===== src/rtl/fetch_sequencer_pkg.sv =====
// Shared encodings for the fetch sequencer: next-PC select codes and FSM states.
package fetch_sequencer_pkg;

  typedef enum logic [1:0] {
    PCSRC_SEQ = 2'b00,
    PCSRC_BR  = 2'b01,
    PCSRC_JR  = 2'b10,
    PCSRC_JMP = 2'b11
  } pc_src_e;

  typedef enum logic [1:0] {
    S_BOOT = 2'd0,
    S_RUN  = 2'd1,
    S_WAIT = 2'd2
  } state_e;

endpackage


===== src/rtl/fetch_sequencer_redirect_counter.sv =====
// Saturating event counter used to count applied PC redirects for performance debug.
module redirect_counter #(
  parameter int CNT_W = 16
) (
  input  logic             clk,
  input  logic             reset,
  input  logic             inc,
  output logic [CNT_W-1:0] count
);

  // NOTE: sequential state uses non-blocking assignments so every flop samples
  // the pre-edge value of its inputs regardless of statement order.
  always_ff @(posedge clk or posedge reset) begin
    if (reset) begin
      count <= '0;
    end else if (inc && !(&count)) begin
      count <= count + 1'b1;
    end
  end

endmodule


===== src/rtl/fetch_sequencer.sv =====
// Program-counter owner for the 5-stage pipeline: selects the next fetch address,
// qualifies fetches and holds redirects that arrive while instruction memory stalls.
module fetch_sequencer
  import fetch_sequencer_pkg::*;
#(
  parameter int              PC_W     = 32,
  parameter logic [PC_W-1:0] RESET_PC = 32'h0000_0000,
  parameter int              STEP     = 4,
  parameter int              CNT_W    = 16
) (
  input  logic             clk,
  input  logic             reset,
  input  logic [1:0]       PC_Src,
  input  logic             Kill,
  input  logic [PC_W-1:0]  Branch_Target,
  input  logic [PC_W-1:0]  Jump_Target,
  input  logic [PC_W-1:0]  JR_Target,
  input  logic             Stall,
  input  logic             Imem_Ready,
  output logic [PC_W-1:0]  PC,
  output logic [PC_W-1:0]  PC_Plus,
  output logic             Fetch_Valid,
  output logic             IF_ID_Flush,
  output logic [CNT_W-1:0] Redirect_Count
);

  state_e          state_q, state_d;
  logic [PC_W-1:0] pc_q, pc_d;
  logic [PC_W-1:0] pend_tgt_q, pend_tgt_d;
  logic            pend_q, pend_d;
  logic [PC_W-1:0] target;
  logic            redirect;
  logic            cnt_inc;

  always_comb begin
    case (pc_src_e'(PC_Src))
      PCSRC_BR:  target = Branch_Target;
      PCSRC_JR:  target = JR_Target;
      PCSRC_JMP: target = Jump_Target;
      default:   target = PC_Plus;
    endcase
  end

  // A stalled Kill carries stale decode operands, and Kill with the sequential
  // select is not a real redirect, so neither may move the PC.
  assign redirect = Kill & ~Stall & (PC_Src != PCSRC_SEQ);
  assign PC_Plus  = pc_q + PC_W'(STEP);
  assign PC       = pc_q;

  // NOTE: every signal driven here gets a default first, so no path through
  // the case statement can leave one unassigned and infer a latch.
  always_comb begin
    state_d     = state_q;
    pc_d        = pc_q;
    pend_d      = pend_q;
    pend_tgt_d  = pend_tgt_q;
    cnt_inc     = 1'b0;
    Fetch_Valid = 1'b0;
    IF_ID_Flush = 1'b0;
    case (state_q)
      S_BOOT: begin
        IF_ID_Flush = 1'b1;
        state_d     = S_RUN;
      end
      S_RUN: begin
        Fetch_Valid = Imem_Ready;
        IF_ID_Flush = redirect;
        if (!Stall) begin
          if (redirect) begin
            pc_d    = target;
            cnt_inc = 1'b1;
            if (!Imem_Ready) begin
              state_d = S_WAIT;
              pend_d  = 1'b0;
            end
          end else if (Imem_Ready) begin
            pc_d = PC_Plus;
          end else begin
            state_d = S_WAIT;
          end
        end
      end
      S_WAIT: begin
        IF_ID_Flush = pend_q | redirect;
        if (Imem_Ready) begin
          state_d = S_RUN;
          pend_d  = 1'b0;
          // A same-cycle redirect is younger than the held one and wins.
          if (redirect) begin
            pc_d    = target;
            cnt_inc = 1'b1;
          end else if (pend_q) begin
            pc_d    = pend_tgt_q;
            cnt_inc = 1'b1;
          end
        end else if (redirect) begin
          pend_d     = 1'b1;
          pend_tgt_d = target;
        end
      end
      default: begin
        IF_ID_Flush = 1'b1;
        state_d     = S_BOOT;
      end
    endcase
  end

  always_ff @(posedge clk or posedge reset) begin
    if (reset) begin
      state_q    <= S_BOOT;
      pc_q       <= RESET_PC;
      pend_q     <= 1'b0;
      pend_tgt_q <= '0;
    end else begin
      state_q    <= state_d;
      pc_q       <= pc_d;
      pend_q     <= pend_d;
      pend_tgt_q <= pend_tgt_d;
    end
  end

  redirect_counter #(
    .CNT_W(CNT_W)
  ) u_redirect_counter (
    .clk  (clk),
    .reset(reset),
    .inc  (cnt_inc),
    .count(Redirect_Count)
  );

endmodule


===== config.mk =====
export PLATFORM = sky130hd
export DESIGN_NAME = fetch_sequencer
export DESIGN_NICKNAME = d
export VERILOG_FILES = /design/src/rtl/fetch_sequencer_pkg.sv /design/src/rtl/fetch_sequencer_redirect_counter.sv /design/src/rtl/fetch_sequencer.sv
export SDC_FILE = /design/constraint.sdc
export NUM_CORES = 1
export LEC_CHECK = 0
export ABC_AREA = 1
export CORE_UTILIZATION = 51
export CTS_CLUSTER_DIAMETER = 200
export DETAILED_ROUTE_END_ITERATION = 6
export PLACE_DENSITY = 0.87
export SLEW_MARGIN = 10
export SYNTH_ARGS = -nofsm -noshare
export SYNTH_HDL_FRONTEND = slang
export SYNTH_SLANG_ARGS = --single-unit

===== constraint.sdc =====
create_clock -name clk -period 5.3 [get_ports clk]
set_input_delay 0.795 -clock clk [delete_from_list [all_inputs] [get_ports clk]]
set_output_delay 0.795 -clock clk [all_outputs]
set_load 0.005 [all_outputs]

==> metrics.md <==
| Metric | Value |
|---|---|
| Status | `complete, no violations` |
| Die width | `roughly 110 um` |
| Period utilization | `0.713` |
| Layout area overhead | `35.8%` |
| Total track usage | `0.321` |
| Post-DRT Antenna Nets | `0` |
| Chip height | `between 100 and 150 um` |
| Fraction of registers with async set/reset | `1.00` |
| Clock-pin transition on the worst setup and hold timing paths | `0.08 ns` |
| Post-Synthesis Cells | `~860` |
| Max Freq | `roughly 260 MHz` |
| Crit end category | `output pin` |
| I/O pin cnt | `approximately 190` |
| Most Crowded Layer GR | `met2` |
| Vias/cell | `about 5.5` |
| Core area | `between 0.01 and 0.015 mm2` |
| WL final | `about 18 mm` |
| Worst hold stages | `2` |
| Gate power share | `0.536` |
| Post-Syn Area per Cell | `about 6.7 um2` |
| Filler cell count | `about 890` |
| Net Sw Frac | `0.427` |
| Fin Setup TNS | `0 ns` |
| Post-DP Area | `about 0.0076 mm2` |
| RSZ-0062 raised after global routing | `false` |
| Final worst slack | `approximately 1.5 ns` |
| PD cells | `between 400 and 500 mW/mm2` |
| Post-CTS Setup Bufs | `0` |
| Placed insts | `approximately 1200` |
| Antenna diode count | `0` |
| Final setup vio count | `0` |
| Post-synthesis sequential area ratio | `0.361` |
| Sequential power share | `0.334` |
| DRT iter0 DRCs | `702` |
| Design Area, Final | `just under 0.008 mm2` |
| Global-route wire length before repair | `29.0 mm` |
| HP Class | `reg -> reg` |
| Crit Path Max Fanout | `34` |
| Post-DR wirelength/cell | `approximately 16 um` |
| Routing usage on met2 | `0.504` |
| Row count | `38` |
| HPWL Detailed | `approximately 14 mm` |
| Slew headroom | `0.226` |
| Number of synthesized flops with an enable pin | `0` |
| Crit path kind | `in -> out` |
| Root buffer cell | `clkbuf_8` |
| Vias | `approximately 6500` |
| GR Util met1 | `0.448` |
| Cell-internal power | `slightly above 2 mW` |
| Largest net degree at the start of global routing | `between 50 and 60` |
| Max Slew Vio Count | `0` |
| TritonCTS clock tree | `yes` |
| Leakage | `~3.5 nW` |
| Mapped Area | `0.00575 mm2` |
| Die area | `roughly 0.012 mm2` |
| TritonRoute pass-1 iters | `5` |
| # clock sinks | `83` |
| Worst skew pair latency | `0.37 ns` |
| Post-CTS sizing | `0` |
| Share of the synthesized area in the top cell type | `0.361` |
| NetSw | `between 1.5 and 2 mW` |
| TritonCTS buffer count | `9` |
| Largest area contributor in the netlist | `dfrtp_1` |
| Arrival @ worst endpoint | `2.98 ns` |
| Worst endpoint required time | `around 4.5 ns` |
| Non-filler instance count after layout | `approximately 1200` |
| CTS Buffer Depth | `2` |
| VDD IR max | `about 270 uV` |
| Seq cells post-synth | `83` |
| GRT met3 Usage | `0.0524` |
| Overflow after GRT | `0` |
| Startpoint Class | `input port` |
| Maxcap violations | `0` |
| Prevailing post-synth register cell | `dfrtp_1` |
| Nets | `between 1000 and 1500` |
| Final Hold Fails | `0` |
| Worst-Margin Slew | `approximately 1.2 ns` |
| Initial antenna violation count | `0` |
| Clk pwr share | `0.130` |
| DRC violations left | `0` |
| Cts hold-fix bufs | `0` |
| Pre-CTS WS | `1.58 ns` |
| GPL Wtd Cong | `approximately 0.9` |
| Worst reg2reg path depth | `9` |
| Fraction of final layout cells sized beyond drive strength 1 | `0.0448` |
| Layout Skew | `between 0.01 and 0.015 ns` |
| Unique masters post-synth | `41` |
| Vias in the first global route | `a little under 6000` |
| Top post-synthesis cells by area | `dfrtp_1 (36%), nand2_1 (22%), nand3_1 (5.7%), nor2_1 (4.5%), o21ai_0 (4.0%)` |
| Syn nets | `slightly below 1000` |
| IO buf count | `around 180` |
| Yosys warns | `0` |
| Initial Utilization | `0.528` |
| CTS H-tree lvls | `3` |
| Post-layout minimum cycle time | `3.78 ns` |
[worst max-delay path, stage by stage]
cell and delay [ns]:
clkdlybuf4s50_1 0.47, nor2_4 0.40, nand2_8 0.23, inv_6 0.29, nand2_1 0.13, nand3_1 0.11
clkdlybuf4s50_1 0.52
[flip-flops by register name, indices dropped and copies added (netlist names)]
signal and count:
state_q 2, PC 32, pend_tgt_q 32, pend_q 1, u_redirect_counter.count 16
[per-layer routing]
| layer | up-vias | wire length (um) |
|---|---|---|
| met2 | 329 | 8510 |
| met1 | 3006 | 7820 |
| li1 | 3102 | - |
| met5 | - | 0 |
| met3 | 34 | 1600 |
| met4 | 0 | 412 |
[path summary, 6_finish.rpt]
path | slack [ns] | to | startpoint
worst min-delay path | 0.48 | pend_tgt_q[23] | pend_tgt_q[23]
worst max-delay path | 1.52 | IF_ID_Flush | Stall
worst max register to register | 2.03 | PC[28] | state_q[0]
max in group asynchronous | 3.44 | pend_tgt_q[12] | reset
worst min register to register | 0.48 | pend_tgt_q[23] | pend_tgt_q[23]
min in group asynchronous | 0.93 | pend_tgt_q[26] | reset
[cell usage in the layout, fill, tap and decap left out, types with 2 or more instances in the layout]
cell and instances:
a21oi_1 32, clkbuf_1 2, and2_1 4, o221ai_1 2, nand3_1 65, buf_4 4, clkinv_2 2, o21a_1 4
nor2_2 4, nand2_1 340, a31oi_1 11, xor2_2 2, o211ai_1 6, o21ai_2 2, o2111ai_1 2, dfrtp_1 83
nor3_1 20, ha_1 5, nand4_1 9, nor2_4 5, nand3b_1 7, nand2_2 4, inv_2 3, o21ai_0 46
clkbuf_8 10, o21ai_1 7, nand2_8 2, xnor2_1 9, inv_1 51, xor2_1 19, clkdlybuf4s50_1 184, clkinvlp_4 2
nor2_1 69
[final cells by class]
cell class	count	area, um2	share of cell area
Clock buffer	12	145	0.0186
Multi-Input combinational cell	682	3260	0.418
Inverter	58	226	0.0290
Timing Repair Buffer	188	1870	0.240
Tap cell	140	175	0.0224
Sequential cell	83	2080	0.266
Clock inverter	4	50.0	0.00641
[stage by stage]
stage	total power [mW]	hold WS [ns]	utilization
5_1_grt	3.83	0.515	0.717
3_5_place_dp	3.09	0.460	0.699
2_1_floorplan	2.18	0.442	-
3_3_place_gp	3.04	0.454	0.699
6_report	3.60	0.483	0.717
4_1_cts	3.56	0.482	0.717
[synth_stat cells, types with 2 or more instances]
library cell and count:
nand2_1 340, dfrtp_1 83, nor2_1 69, nand3_1 65
inv_1 52, o21ai_0 46, a21oi_1 32, clkbuf_1 20
nor3_1 20, xor2_1 19, buf_2 15, a31oi_1 11
nand4_1 9, xnor2_1 9, nand3b_1 7, o21ai_1 7
o211ai_1 6, ha_1 5, nor2_4 5, and2_1 4
nand2_2 4, nor2_2 4, o21a_1 4, buf_4 3
inv_2 3, nand2_8 2, o2111ai_1 2, o21ai_2 2
o221ai_1 2, xor2_2 2
[logic make-up (layout without fill, tap and decap cells)]
| family | Yosys count | count (layout) | synth area share |
|---|---|---|---|
| DFF | 83 | 83 | 0.361 |
| xor gates and xnor gates | 31 | 31 | 0.0512 |
| and+or+nand+nor | 532 | 532 | 0.394 |
| buffers and inverters | 98 | 262 | 0.0718 |
| adders and majority gates | 5 | 5 | 0.0109 |
| AOI/OAI and AO/OA | 114 | 114 | 0.111 |
[power groups by stage]
| stage | combinational, mW | sequential (mW) | clock (mW) |
|---|---|---|---|
| 6_report | 1.93 | 1.20 | 0.467 |
| 5_1_grt | 2.11 | 1.23 | 0.487 |
| 3_5_place_dp | 1.89 | 1.20 | 0 |
| 4_1_cts | 1.90 | 1.19 | 0.464 |
| 3_3_place_gp | 1.85 | 1.20 | 0 |
| 2_1_floorplan | 1.04 | 1.14 | 0 |
Note: power is estimated with default switching activity, not from simulation.
